===== src/rtl/dma_read_scheduler.sv =====
// Round-robin scheduler sharing one burst DMA reader between NREQ job requesters.
// A granted job is issued as a single start pulse; returned beats are counted down
// to detect completion, which is signalled back to the owning requester.
module dma_read_scheduler #(
   parameter int unsigned NREQ            = 2,
   parameter int unsigned BEATS_PER_BURST = 16
) (
   input  logic                 clk,
   input  logic                 resetn,
   input  logic [NREQ-1:0]      req_valid,
   output logic [NREQ-1:0]      req_ready,
   input  logic [NREQ*32-1:0]   req_addr,
   input  logic [NREQ*16-1:0]   req_count,
   output logic [NREQ-1:0]      req_done,
   output logic [2:0]           owner,
   output logic                 busy,
   output logic                 dma_start,
   output logic [31:0]          dma_baseaddr,
   output logic [15:0]          dma_burst_count,
   input  logic                 dma_valid,
   output logic                 stray_beat
);

   // Largest job is 0xFFFF bursts; the beat counter is sized to hold it exactly.
   localparam int unsigned MaxBeats = 65535 * BEATS_PER_BURST;
   localparam int unsigned BW       = $clog2(MaxBeats + 1);

   typedef enum logic [2:0] {
      StIdle,
      StZdone,
      StIssue,
      StRun,
      StGap
   } state_e;

   state_e          state;
   logic [2:0]      rr_ptr;
   logic [BW-1:0]   beat_left;

   logic [2*NREQ-1:0] rot;
   logic              gnt_found;
   logic [2:0]        gnt_idx;
   logic [2:0]        nxt_ptr;
   logic [31:0]       sel_addr;
   logic [15:0]       sel_count;
   logic              done_now;

   // Rotate requests so rr_ptr sits at bit 0, then take the lowest set bit.
   always_comb begin
      int unsigned sum;
      sum       = 0;
      rot       = {req_valid, req_valid} >> rr_ptr;
      gnt_found = 1'b0;
      gnt_idx   = '0;
      for (int unsigned j = 0; j < NREQ; j++) begin
         if (!gnt_found && rot[j]) begin
            sum = 32'(rr_ptr) + j;
            if (sum >= NREQ) begin
               sum = sum - NREQ;
            end
            gnt_found = 1'b1;
            gnt_idx   = 3'(sum);
         end
      end
   end

   assign nxt_ptr = (gnt_idx == 3'(NREQ - 1)) ? 3'd0 : gnt_idx + 3'd1;

   // Select the granted requester's job descriptor.
   always_comb begin
      sel_addr  = '0;
      sel_count = '0;
      for (int unsigned i = 0; i < NREQ; i++) begin
         if (gnt_idx == 3'(i)) begin
            sel_addr  = req_addr[32*i +: 32];
            sel_count = req_count[16*i +: 16];
         end
      end
   end

   // Scheduler FSM with registered owner, reader command and sticky stray flag.
   always_ff @(posedge clk) begin
      if (!resetn) begin
         state           <= StIdle;
         rr_ptr          <= '0;
         owner           <= '0;
         beat_left       <= '0;
         dma_start       <= 1'b0;
         dma_baseaddr    <= '0;
         dma_burst_count <= '0;
         stray_beat      <= 1'b0;
      end else begin
         dma_start <= 1'b0;
         if (dma_valid && (state != StRun)) begin
            stray_beat <= 1'b1;
         end
         unique case (state)
            StIdle: begin
               if (gnt_found) begin
                  owner  <= gnt_idx;
                  rr_ptr <= nxt_ptr;
                  if (sel_count == 16'd0) begin
                     state <= StZdone;
                  end else begin
                     // Command is loaded here so it is already stable during the start pulse.
                     state           <= StIssue;
                     dma_start       <= 1'b1;
                     dma_baseaddr    <= sel_addr & 32'hFFFF_FFC0;
                     dma_burst_count <= sel_count;
                  end
               end
            end
            StZdone: begin
               state <= StIdle;
            end
            StIssue: begin
               beat_left <= BW'(32'(dma_burst_count) * BEATS_PER_BURST);
               state     <= StRun;
            end
            StRun: begin
               if (dma_valid) begin
                  beat_left <= beat_left - BW'(1);
                  if (beat_left == BW'(1)) begin
                     state <= StGap;
                  end
               end
            end
            StGap: begin
               // Lets the reader settle back to idle before the next start.
               state <= StIdle;
            end
            default: begin
               state <= StIdle;
            end
         endcase
      end
   end

   // Accept and completion pulses; both are forced low while reset is asserted.
   always_comb begin
      req_ready = '0;
      req_done  = '0;
      done_now  = resetn &&
                  ((state == StZdone) ||
                   ((state == StRun) && dma_valid && (beat_left == BW'(1))));
      for (int unsigned i = 0; i < NREQ; i++) begin
         req_ready[i] = resetn && (state == StIdle) && gnt_found && (gnt_idx == 3'(i));
         req_done[i]  = done_now && (owner == 3'(i));
      end
   end

   assign busy = (state == StIssue) || (state == StRun) || (state == StGap);

endmodule

===== config.mk =====
export PLATFORM = sky130hd
export DESIGN_NAME = dma_read_scheduler
export DESIGN_NICKNAME = d
export VERILOG_FILES = /design/src/rtl/dma_read_scheduler.sv
export SDC_FILE = /design/constraint.sdc
export NUM_CORES = 1
export LEC_CHECK = 0
export CAP_MARGIN = 20
export CORE_MARGIN = 2
export CORE_UTILIZATION = 47
export CTS_BUF_LIST = sky130_fd_sc_hd__clkbuf_2 sky130_fd_sc_hd__clkbuf_4 sky130_fd_sc_hd__clkbuf_8
export DETAILED_ROUTE_END_ITERATION = 10
export GPL_ROUTABILITY_DRIVEN = 0
export PLACE_DENSITY_LB_ADDON = 0.12
export SETUP_SLACK_MARGIN = 0.02
export SLEW_MARGIN = 5
export SYNTH_ARGS = -nofsm -noshare
export SYNTH_HDL_FRONTEND = slang
export SYNTH_SLANG_ARGS = --single-unit

===== constraint.sdc =====
create_clock -name clk -period 4.6 [get_ports clk]
set_input_delay 1.38 -clock clk [delete_from_list [all_inputs] [get_ports clk]]
set_output_delay 1.38 -clock clk [all_outputs]
set_load 0.05 [all_outputs]

# Word-level counts from Yosys, hierarchy flattened
# Cells that the tools add are included.
dict set report totals {
  regBits 73
  latchBits 0
  ramBits 0
  rom_bits 0
  inputBits 101
  out_inout_bits 58
  elab_cells 72
  n_memories 0
}
dict set report op_classes {
  addsub 5
  n_mul 0
  div_mod_pow 0
  magnitude_cmp 2
  n_eq_ne 11
  shift 1
  n_mux 19
  bitwise 1
  n_reduce_logical 25
}
# cell n
set ops {}
lappend ops {{32-bit two-way mux} 2}
lappend ops {{20-bit one-hot mux with 2 select lines} 1}
lappend ops {{16-bit two-way mux} 2}
lappend ops {{3-bit two-way mux} 8}
lappend ops {{20-bit by 1-bit == test with 1-bit output, second input constant} 1}
lappend ops {{20-bit two-way mux} 1}
lappend ops {{20-bit by 1-bit subtractor with 20-bit output, second input constant} 1}
lappend ops {{16-bit logical NOT} 1}
lappend ops {{1-bit logical AND} 11}
lappend ops {{3-bit by 1-bit == test with 1-bit output, second input constant} 3}
lappend ops {{3-bit logical NOT} 3}
lappend ops {{3-bit one-hot mux with 3 select lines} 1}
lappend ops {{3-bit AND reduction} 3}
lappend ops {{3-bit by 2-bit == test with 1-bit output, second input constant} 2}
lappend ops {{2-bit inequality test, second input constant} 3}
lappend ops {{3-bit by 2-bit subtractor with 3-bit output, second input constant} 2}
lappend ops {{3-bit by 1-bit adder with 4-bit output, second input constant} 1}
lappend ops {{4-bit by 2-bit greater-or-equal comparator with 1-bit output, second input constant} 1}
lappend ops {{2-bit AND reduction} 2}
lappend ops {{4-bit by 3-bit >> shifter with 2-bit output} 1}
lappend ops {{3-bit by 1-bit adder with 3-bit output, second input constant} 1}
lappend ops {{3-bit == test, second input constant} 1}
lappend ops {{3-bit by 2-bit greater-or-equal comparator with 1-bit output, second input constant} 1}
lappend ops {{1-bit logical OR} 3}
lappend ops {{other kinds (6)} 8}

# Depth between registers and ports, before layout
# Gate-level depths: netlist (run 1).
dict set report depth {
  word_depth 12
  depth_mapped 11
  ltp_nobuf 7
}

# Least setup slack after synthesis (run 1)
# Ideal clock, no wire load.
dict set report synth_timing {
  path_kind {input to output}
  from {input port req_valid[0]}
  to {output port req_ready[0]}
  t_arrival_ns 3.195
  path_slack_ns 0.025
  stages 7
  cell_sequence {nor4bb_1 o21bai_1 or2_2 buf_2 clkbuf_1 nand3_1 nor2_1}
}
dict set report synth_via {
  elab_chain_cells 7
  word_cells_on_any_way 10
}
# item line_no
set synth_rtl {}
lappend synth_rtl {{from (decl)} 10} ;# input logic [NREQ-1:0] req_valid,
lappend synth_rtl {{4-bit by 3-bit >> shifter with 2-bit output *} 52} ;# rot = {req_valid, req_valid} >> rr_ptr;
lappend synth_rtl {{1-bit two-way mux} 56} ;# if (!gnt_found && rot[j]) begin
lappend synth_rtl {{1-bit logical NOT} 56}
lappend synth_rtl {{1-bit logical AND} 56}
lappend synth_rtl {{3-bit two-way mux / 1-bit two-way mux (equally long branches)} 56}
lappend synth_rtl {{3-bit logical NOT / 1-bit logical AND (equally long branches)} 147} ;# req_ready[i] = resetn && (state == StIdle) && gnt_found && (gnt_idx == 3'(i));
lappend synth_rtl {{1-bit logical AND *} 147}
lappend synth_rtl {{to (decl)} 11} ;# output logic [NREQ-1:0] req_ready,
# Every way passes the cells marked *; elsewhere a longest branch is shown, timed or not.

# Final worst setup path (run 1)
dict set report layout_timing {
  from {input port req_valid[0]}
  to {output port req_ready[1]}
}
dict set report layout_via {
  elab_chain_cells 7
  word_cells_on_any_way 10
}
# item line_no
set layout_rtl {}
lappend layout_rtl {{4-bit by 3-bit >> shifter with 2-bit output *} 52}
lappend layout_rtl {{1-bit two-way mux} 56}
lappend layout_rtl {{1-bit logical NOT} 56}
lappend layout_rtl {{1-bit logical AND} 56}
lappend layout_rtl {{3-bit two-way mux / 1-bit two-way mux (equally long branches)} 56}
lappend layout_rtl {{3-bit by 1-bit == test with 1-bit output / 1-bit logical AND (equally long branches)} 147}
lappend layout_rtl {{1-bit logical AND *} 147}
# Marks and branches as above.

==> results of run 1 <==
-- synth_stat cells, types with 2 or more instances --
| library cell | n | area, um^2 |
|---|---|---|
| sky130_fd_sc_hd__nand2b_1 | 2 | 12.5 |
| sky130_fd_sc_hd__o21ai_0 | 58 | 290 |
| sky130_fd_sc_hd__ha_1 | 4 | 50.1 |
| sky130_fd_sc_hd__buf_6 | 2 | 22.5 |
| sky130_fd_sc_hd__buf_2 | 12 | 60.1 |
| sky130_fd_sc_hd__or2_2 | 3 | 18.8 |
| sky130_fd_sc_hd__nand4_1 | 46 | 288 |
| sky130_fd_sc_hd__clkbuf_2 | 4 | 20.0 |
| sky130_fd_sc_hd__o22ai_1 | 3 | 18.8 |
| sky130_fd_sc_hd__xor2_1 | 2 | 17.5 |
| sky130_fd_sc_hd__a21oi_1 | 17 | 85.1 |
| sky130_fd_sc_hd__a211oi_1 | 2 | 15.0 |
| sky130_fd_sc_hd__a21boi_1 | 13 | 97.6 |
| sky130_fd_sc_hd__nand3_1 | 10 | 50.1 |
| sky130_fd_sc_hd__inv_1 | 7 | 26.3 |
| sky130_fd_sc_hd__nand2_1 | 22 | 82.6 |
| sky130_fd_sc_hd__a31oi_1 | 2 | 12.5 |
| sky130_fd_sc_hd__and3_1 | 2 | 12.5 |
| sky130_fd_sc_hd__nor2_1 | 15 | 56.3 |
| sky130_fd_sc_hd__nor4_1 | 15 | 93.8 |
| sky130_fd_sc_hd__nor3b_1 | 2 | 15.0 |
| sky130_fd_sc_hd__o31ai_1 | 2 | 15.0 |
| sky130_fd_sc_hd__nor3_1 | 7 | 35.0 |
| sky130_fd_sc_hd__clkbuf_1 | 24 | 90.1 |
| sky130_fd_sc_hd__o311ai_0 | 3 | 26.3 |
| sky130_fd_sc_hd__a21boi_0 | 37 | 278 |
| sky130_fd_sc_hd__buf_4 | 8 | 60.1 |
| sky130_fd_sc_hd__a21o_1 | 2 | 15.0 |
| sky130_fd_sc_hd__o21a_1 | 4 | 30.0 |
| sky130_fd_sc_hd__dfxtp_1 | 73 | 1460 |
| sky130_fd_sc_hd__mux2_2 | 52 | 586 |
| sky130_fd_sc_hd__or3_1 | 7 | 43.8 |
| sky130_fd_sc_hd__or4_4 | 2 | 22.5 |
| sky130_fd_sc_hd__nor2b_1 | 8 | 50.1 |
| sky130_fd_sc_hd__and2_1 | 5 | 31.3 |
| sky130_fd_sc_hd__mux2i_1 | 9 | 90.1 |
-- kinds of logic after synthesis --
family	Yosys count	share of synthesized area [%]
and+or+nand+nor	156	20.6
AOI/OAI and AO/OA	152	22.2
DFF	73	33.1
muxes	62	15.6
buffers and inverters	58	6.64
adders and majority gates	4	1.13
xor gates and xnor gates	3	0.596
other	1	0.0850
-- worst max-delay path: stages --
cell and delay (ns):
sky130_fd_sc_hd__clkdlybuf4s50_1 0.50, sky130_fd_sc_hd__nor4bb_1 0.29, sky130_fd_sc_hd__o21bai_1 0.14, sky130_fd_sc_hd__or2_2 0.33, sky130_fd_sc_hd__nand3_1 0.11, sky130_fd_sc_hd__nor2_1 0.08
sky130_fd_sc_hd__buf_12 0.15
-- stage by stage --
step                cells  hold WS, ns  setup slack (ns)
global route          740        0.495             0.119
global placement      724        0.450             0.313
detailed placement    724        0.456             0.228
finish                740        0.470             0.242
CTS                   740        0.475             0.238
floorplan             514        0.463            0.0245
-- flip-flops by register name (all words and copies together), names as in the netlist --
name / count
stray_beat: 1
dma_burst_count: 16
state: 3
dma_baseaddr: 26
owner: 3
rr_ptr: 3
dma_start: 1
beat_left: 20
-- final cells by class --
| class | count | area [um^2] | share of cell area [%] |
|---|---|---|---|
| multi-input combinational | 383 | 2690 | 44.6 |
| tap | 111 | 139 | 2.30 |
| clock inverter | 5 | 55.1 | 0.913 |
| sequential | 73 | 1460 | 24.2 |
| clock buffer | 11 | 145 | 2.41 |
| timing repair buffer | 150 | 1510 | 25.1 |
| inverter | 7 | 26.3 | 0.436 |
-- per-layer routing --
layer	share of wire [%]	vias to the layer above	GRT usage [%]	wire, um
li1	-	2124	-	-
met1	41	2075	31.0	5180
met2	50	147	42.6	6320
met3	8.0	17	8.88	1020
met4	1.3	0	7.27	168
met5	0	-	0	0
-- final timing paths --
| kind | endpoint | slack (ns) | cells after the start |
|---|---|---|---|
| worst max-delay path | req_ready[1] | 0.24 | 7 |
| worst max register to register | dma_burst_count[12] | 1.83 | 8 |
| worst min register to register | stray_beat | 0.47 | 1 |
| worst min-delay path | stray_beat | 0.47 | 1 |
-- power by group through the flow --
stage	Combinational, mW	Sequential (mW)	Clock, mW
floorplan	0.554	1.00	0
global placement	1.07	0.802	0
detailed placement	1.09	0.809	0
CTS	1.10	0.795	0.525
global route	1.18	0.808	0.551
finish	1.09	0.796	0.516
==> report_table.html, run 1 <==
<table>
<tr><th>Metric</th><th>Value</th></tr>
<tr><th colspan="2">Power and ir drop</th></tr>
<tr><td>Sequential share of power</td><td>33.1%</td></tr>
<tr><td>Worst vdd ir</td><td>0.179 mV</td></tr>
<tr><td>Internal Dissipation</td><td>around 1.4 mW</td></tr>
<tr><td>Net switching power of the design</td><td>0.981 mW</td></tr>
<tr><td>Design Power</td><td>2.40 mW</td></tr>
<tr><td>Gate power share</td><td>45.5%</td></tr>
<tr><td>Share of total power in the clock network</td><td>21.4%</td></tr>
<tr><td>Power density over cell area</td><td>399 mW/mm^2</td></tr>
<tr><td>Switching Fraction</td><td>between 40% and 50%</td></tr>
<tr><td>Standby leakage power</td><td>about 2.2 nW</td></tr>
<tr><th colspan="2">Logic synthesis</th></tr>
<tr><td>Cell count after synthesis</td><td>roughly 500</td></tr>
<tr><td>Cell area after synthesis</td><td>0.00441 mm^2</td></tr>
<tr><td>Count of flip-flops with a built-in enable after synthesis</td><td>0</td></tr>
<tr><td>Average size of a mapped cell</td><td>8.67 um^2</td></tr>
<tr><td>Portion of the post-synthesis area used by sequential elements</td><td>between 30% and 40%</td></tr>
<tr><td>Count of distinct cell types in the synthesized netlist</td><td>just under 60</td></tr>
<tr><td>Number of warning messages in the yosys log</td><td>0</td></tr>
<tr><td>Yosys reg bits</td><td>73</td></tr>
<tr><td>Flip-flop cell with the highest count after synthesis</td><td>sky130_fd_sc_hd__dfxtp_1</td></tr>
<tr><td>Fraction of registers with async set/reset</td><td>0%</td></tr>
<tr><th colspan="2">Floorplan</th></tr>
<tr><td>Core ar.</td><td>0.00915 mm^2</td></tr>
<tr><td>Die Y-Extent</td><td>101 um</td></tr>
<tr><td>Starting Density</td><td>48.2%</td></tr>
<tr><td>DIE WIDTH</td><td>101 um</td></tr>
<tr><td>Std cell rows</td><td>35</td></tr>
<tr><td>Area enclosed by the die boundary</td><td>0.0102 mm^2</td></tr>
<tr><td>IO Count</td><td>approximately 160</td></tr>
<tr><th colspan="2">Layout</th></tr>
<tr><td>Number of antenna diodes</td><td>0</td></tr>
<tr><td>Most used cells in the layout excluding fill and tap cells</td><td>135 x sky130_fd_sc_hd__clkdlybuf4s50_1, 73 x sky130_fd_sc_hd__dfxtp_1, 58 x sky130_fd_sc_hd__o21ai_0</td></tr>
<tr><td>Filler instances</td><td>800</td></tr>
<tr><td>Utilization of the core after routing</td><td>65.9%</td></tr>
<tr><td>Fraction of layout instances using a drive strength above 1</td><td>around 15%</td></tr>
<tr><td>Net count of the finished layout</td><td>729</td></tr>
<tr><td>Commonest non-fill, non-tap cell in the layout</td><td>sky130_fd_sc_hd__clkdlybuf4s50_1</td></tr>
<tr><td>Relative area change from synthesis to final layout</td><td>36.6%</td></tr>
<tr><td>Final cell area excluding filler cells</td><td>0.00603 mm^2</td></tr>
<tr><th colspan="2">Timing</th></tr>
<tr><td>Max-slew violation count</td><td>0</td></tr>
<tr><td>Accumulated negative setup slack</td><td>0 ns</td></tr>
<tr><td>Achievable clock frequency</td><td>229 MHz</td></tr>
<tr><td>Hold violation total from the final report</td><td>0</td></tr>
<tr><td>Worst slew slack as a fraction of its limit</td><td>40.4%</td></tr>
<tr><td>Least-Margin Pin Slew</td><td>0.894 ns</td></tr>
<tr><td>Setup violations, final</td><td>0</td></tr>
<tr><td>Final setup skew</td><td>0.00919 ns</td></tr>
<tr><td>Final worst-path cycle share</td><td>94.7%</td></tr>
<tr><td>Final critical path time including I/O delays and setup</td><td>approximately 4.4 ns</td></tr>
<tr><td>Unrepaired setup endpoints after global routing</td><td>false</td></tr>
<tr><th colspan="2">Clocking</th></tr>
<tr><td>Clock-pin slew reported for the worst setup and hold paths after clock tree synthesis</td><td>0.08 ns</td></tr>
<tr><td>Post-CTS setup repair buffer count</td><td>0</td></tr>
<tr><td>Root buffer selected by CTS</td><td>sky130_fd_sc_hd__clkbuf_8</td></tr>
<tr><td>CTS tree</td><td>done</td></tr>
<tr><td>Clock latency at the later pin of the worst-skew pair</td><td>0.35 ns</td></tr>
<tr><td>CTS Buffer Depth</td><td>2</td></tr>
<tr><td># H-tree levels</td><td>3</td></tr>
<tr><td>Clock sink total</td><td>73</td></tr>
<tr><td>Post-CTS sizing</td><td>0</td></tr>
<tr><td>Number of hold-repair buffers added at the cts stage</td><td>0</td></tr>
<tr><td>TritonCTS buffer count</td><td>9</td></tr>
<tr><th colspan="2">GRT</th></tr>
<tr><td>First-pass GRT wire length</td><td>between 20000 and 25000 um</td></tr>
<tr><td>Via count of the first global-routing pass</td><td>4237</td></tr>
<tr><td>Pin count of the biggest net entering global routing</td><td>53</td></tr>
<tr><td>Antenna violations before repair</td><td>0</td></tr>
<tr><td>GRT overflow</td><td>0</td></tr>
<tr><td>Total track usage</td><td>25.5%</td></tr>
<tr><th colspan="2">Min path</th></tr>
<tr><td>Hold Crit Start</td><td>stray_beat</td></tr>
<tr><td>Type of the worst min-delay path</td><td>reg -&gt; reg</td></tr>
<tr><th colspan="2">Drt</th></tr>
<tr><td>Remaining design rule violation count</td><td>0</td></tr>
<tr><td>Detail-routed net length per standard cell</td><td>approximately 17 um</td></tr>
<tr><td>Number of DRC markers after the initial detailed-route iteration</td><td>164</td></tr>
<tr><td>Total vias in the final route</td><td>4363</td></tr>
<tr><td>Ratio of routed vias to standard cells</td><td>5.90</td></tr>
<tr><td>Antenna-violating nets left</td><td>0</td></tr>
<tr><td>Final WL</td><td>around 13000 um</td></tr>
<tr><td>Detailed-router iteration count before antenna repair</td><td>4</td></tr>
<tr><th colspan="2">Critical path</th></tr>
<tr><td>Setup CP Type</td><td>in -&gt; out</td></tr>
<tr><td>Critical path required time</td><td>approximately 3.2 ns</td></tr>
<tr><td>Startpoint of the worst-slack reg-to-reg timing path</td><td>rr_ptr[1]</td></tr>
<tr><td>Critical path startpoint category</td><td>primary input</td></tr>
<tr><td>Data arrival time at the worst-slack endpoint</td><td>2.98 ns</td></tr>
<tr><td>First element of the critical path</td><td>req_valid[0]</td></tr>
<tr><td>Biggest fanout along the worst timing path</td><td>4</td></tr>
<tr><td>Kind of end point of the critical path</td><td>primary output</td></tr>
<tr><th colspan="2">Placement</th></tr>
<tr><td>Half-perimeter wire length after detailed placement</td><td>roughly 9000 um</td></tr>
<tr><td>Total placed instance area</td><td>0.00583 mm^2</td></tr>
<tr><td>Buffers on Ports</td><td>140</td></tr>
<tr><th colspan="2">Status</th></tr>
<tr><td>Run status</td><td>finished clean</td></tr>
<tr><th colspan="2">Run</th></tr>
<tr><td>Maximum Capacitance Violations</td><td>0</td></tr>
</table>
No activity file was read; power rests on OpenSTA's default activity.
==> run 2: changes to the inputs <==
- CORE_UTILIZATION: 47 -> 50
- clock period: 4.6 -> 5.1 ns (I/O delays scaled with it)
==> report_table.html, run 2 (synthesis results as in run 1) <==
<table>
<tr><th>Metric</th><th>Value</th></tr>
<tr><th colspan="2">Clocking</th></tr>
<tr><td>CTS tree</td><td>done</td></tr>
<tr><td>Root buffer selected by CTS</td><td>sky130_fd_sc_hd__clkbuf_8</td></tr>
<tr><td>Clock sink total</td><td>73 (unchanged)</td></tr>
<tr><td># H-tree levels</td><td>3 (unchanged)</td></tr>
<tr><td>Clock-pin slew reported for the worst setup and hold paths after clock tree synthesis</td><td>0.08 ns (about the same)</td></tr>
<tr><td>Post-CTS sizing</td><td>0 (unchanged)</td></tr>
<tr><td>TritonCTS buffer count</td><td>9 (unchanged)</td></tr>
<tr><td>Clock latency at the later pin of the worst-skew pair</td><td>0.35 ns (about the same)</td></tr>
<tr><td>Post-CTS setup repair buffer count</td><td>0 (unchanged)</td></tr>
<tr><td>CTS Buffer Depth</td><td>2 (unchanged)</td></tr>
<tr><td>Number of hold-repair buffers added at the cts stage</td><td>0 (unchanged)</td></tr>
<tr><th colspan="2">Drt</th></tr>
<tr><td>Detailed-router iteration count before antenna repair</td><td>5 (+1)</td></tr>
<tr><td>Antenna-violating nets left</td><td>0 (unchanged)</td></tr>
<tr><td>Remaining design rule violation count</td><td>0 (unchanged)</td></tr>
<tr><td>Detail-routed net length per standard cell</td><td>17.5 um (+2.3%)</td></tr>
<tr><td>Final WL</td><td>12900 um (+1.6%)</td></tr>
<tr><td>Ratio of routed vias to standard cells</td><td>5.96 (+1.2%)</td></tr>
<tr><td>Number of DRC markers after the initial detailed-route iteration</td><td>173 (+5.5%)</td></tr>
<tr><td>Total vias in the final route</td><td>4384 (+0.48%)</td></tr>
<tr><th colspan="2">Critical path</th></tr>
<tr><td>Kind of end point of the critical path</td><td>primary output</td></tr>
<tr><td>Cells traversed along the worst timing path</td><td>clkdlybuf4s50_1 &gt; nor4bb_1 &gt; o21bai_1 &gt; or2_2 &gt; nand3_1 &gt; nor2_1 &gt; buf_12</td></tr>
<tr><td>Critical path required time</td><td>3.57 ns (+0.35 ns)</td></tr>
<tr><td>CP max stage delay</td><td>0.45 ns (-0.05 ns)</td></tr>
<tr><td>Buffering stage count on the worst path with inverters included</td><td>2 (unchanged)</td></tr>
<tr><td>Slack of the worst reg-to-reg path</td><td>2.46 ns (+0.63 ns)</td></tr>
<tr><td>Endpoint of the worst-slack reg-to-reg timing path</td><td>dma_burst_count[7]</td></tr>
<tr><td>Crit-path slowest cell</td><td>sky130_fd_sc_hd__o21bai_1</td></tr>
<tr><td>Setup CP Type</td><td>in -&gt; out</td></tr>
<tr><td>Top cell family by delay on the critical path</td><td>simple AND/OR/NAND/NOR gates</td></tr>
<tr><td>Data arrival time at the worst-slack endpoint</td><td>3.26 ns (+0.28 ns)</td></tr>
<tr><td>Startpoint of the worst-slack reg-to-reg timing path</td><td>rr_ptr[1]</td></tr>
<tr><td>Critical path startpoint category</td><td>primary input</td></tr>
<tr><td>Biggest fanout along the worst timing path</td><td>5 (+1)</td></tr>
<tr><td>R2r worst-path depth</td><td>8 (unchanged)</td></tr>
<tr><th colspan="2">GRT</th></tr>
<tr><td>First-pass GRT wire length</td><td>20900 um (+0.86%)</td></tr>
<tr><td>Pin count of the biggest net entering global routing</td><td>64 (+21%)</td></tr>
<tr><td>Total track usage</td><td>26.5% (+1.0 points)</td></tr>
<tr><td>Via count of the first global-routing pass</td><td>4271 (+0.80%)</td></tr>
<tr><td>Antenna violations before repair</td><td>0 (unchanged)</td></tr>
<tr><td>GRT overflow</td><td>0 (unchanged)</td></tr>
<tr><th colspan="2">Timing</th></tr>
<tr><td>Least-Margin Pin Slew</td><td>0.865 ns (-0.0290 ns)</td></tr>
<tr><td>Final setup skew</td><td>0.0101 ns (+0.000874 ns)</td></tr>
<tr><td>Setup violations, final</td><td>0 (unchanged)</td></tr>
<tr><td>Hold violation total from the final report</td><td>0 (unchanged)</td></tr>
<tr><td>Final worst-path cycle share</td><td>93.9%</td></tr>
<tr><td>Accumulated negative setup slack</td><td>0 ns (unchanged)</td></tr>
<tr><td>Worst slew slack as a fraction of its limit</td><td>42.3% (+1.9 points)</td></tr>
<tr><td>Max-slew violation count</td><td>0 (unchanged)</td></tr>
<tr><td>Final critical path time including I/O delays and setup</td><td>4.79 ns</td></tr>
<tr><td>Hold WS</td><td>0.474 ns (+0.00339 ns)</td></tr>
<tr><td>Achievable clock frequency</td><td>209 MHz</td></tr>
<tr><td>Unrepaired setup endpoints after global routing</td><td>false</td></tr>
<tr><th colspan="2">Floorplan</th></tr>
<tr><td>Core ar.</td><td>0.00864 mm^2 (-5.6%)</td></tr>
<tr><td>DIE WIDTH</td><td>97.9 um (-2.9%)</td></tr>
<tr><td>Area enclosed by the die boundary</td><td>0.00959 mm^2 (-5.8%)</td></tr>
<tr><td>IO Count</td><td>159 (unchanged)</td></tr>
<tr><td>Std cell rows</td><td>34 (-2.9%)</td></tr>
<tr><td>Die Y-Extent</td><td>97.9 um (-2.9%)</td></tr>
<tr><td>Starting Density</td><td>51.1% (+2.9 points)</td></tr>
<tr><th colspan="2">Layout</th></tr>
<tr><td>Net count of the finished layout</td><td>727 (-0.27%)</td></tr>
<tr><td>Most used cells in the layout excluding fill and tap cells</td><td>135 x sky130_fd_sc_hd__clkdlybuf4s50_1, 73 x sky130_fd_sc_hd__dfxtp_1, 58 x sky130_fd_sc_hd__o21ai_0</td></tr>
<tr><td>Non-filler cells in the finished layout</td><td>735 (-0.68%)</td></tr>
<tr><td>Max reg flops</td><td>26 (unchanged)</td></tr>
<tr><td>Commonest non-fill, non-tap cell in the layout</td><td>sky130_fd_sc_hd__clkdlybuf4s50_1</td></tr>
<tr><td>Registers with the most flip-flops</td><td>dma_baseaddr: 26 flops, beat_left: 20 flops, dma_burst_count: 16 flops</td></tr>
<tr><td>Relative area change from synthesis to final layout</td><td>37.6%</td></tr>
<tr><td>Number of antenna diodes</td><td>0 (unchanged)</td></tr>
<tr><td>Filler instances</td><td>710 (-11%)</td></tr>
<tr><td>Largest register by flop count</td><td>dma_baseaddr</td></tr>
<tr><td>Fraction of layout instances using a drive strength above 1</td><td>15.2% (-0.27 points)</td></tr>
<tr><th colspan="2">Placement</th></tr>
<tr><td>Half-perimeter wire length after detailed placement</td><td>8920 um (+0.81%)</td></tr>
<tr><td>Placed instance count</td><td>719 (-0.69%)</td></tr>
<tr><td>Buffers on Ports</td><td>140 (unchanged)</td></tr>
<tr><th colspan="2">Status</th></tr>
<tr><td>Run status</td><td>finished clean</td></tr>
<tr><th colspan="2">Min path</th></tr>
<tr><td>Hold path depth</td><td>1 (unchanged)</td></tr>
<tr><td>Hold Crit Start</td><td>stray_beat</td></tr>
<tr><td>Type of the worst min-delay path</td><td>reg -&gt; reg</td></tr>
<tr><td>Endpoint of the worst hold-timing path</td><td>stray_beat</td></tr>
<tr><th colspan="2">Power and ir drop</th></tr>
<tr><td>Worst vdd ir</td><td>0.181 mV (+0.75%)</td></tr>
<tr><td>Standby leakage power</td><td>2.20 nW (+1.2%)</td></tr>
<tr><td>Power density over cell area</td><td>381 mW/mm^2 (-4.6%)</td></tr>
<tr><th colspan="2">Run</th></tr>
<tr><td>Maximum Capacitance Violations</td><td>0 (unchanged)</td></tr>
</table>
run 2: layer usage:
layer	vias up	share of wire, %	global-route usage (%)
met5	-	0	0
met4	0	1.6	9.51
met3	15	9.1	9.02
met2	164	47	43.2
met1	2080	42	32.7
li1	2125	-	-
run 2: where the power goes:
part	switching, mW	internal [mW]
clock network	0.230	0.379
logic	0.593	0.390
registers	0.0699	0.649
total	0.893	1.42
run 2: stage by stage:
step                total power, mW  worst slack (ns)  cell area [um^2]  util [%]
floorplan                      1.40             0.225              4430         -
global placement               1.68             0.359              5810      67.3
detailed placement             1.71             0.301              5810      67.3
CTS                            2.31             0.298              6070      70.3
global route                   2.42             0.170              6070      70.3
finish                         2.31             0.311              6070      70.3
run 2: layout make-up:
class                           count  area [um^2]  share of cell area [%]
Timing Repair Buffer              148         1500                    24.6
Clock buffer                       10          131                    2.16
Multi-Input combinational cell    383         2690                    44.3
Sequential cell                    73         1460                    24.1
Tap cell                          108          135                    2.23
Clock inverter                      6          130                    2.14
Inverter                            7         26.3                   0.433
run 2: worst max-delay path by stage:
stage                 startpoint           end  slack [ns]  depth (start not counted)
finish              req_valid[0]  req_ready[1]        0.31                          7
global placement    req_valid[0]  req_ready[1]        0.36                          7
floorplan           req_valid[0]  req_ready[0]        0.22                          7
global route        req_valid[0]  req_ready[0]        0.17                          7
CTS                 req_valid[0]  req_ready[1]        0.30                          7
detailed placement  req_valid[0]  req_ready[1]        0.30                          7
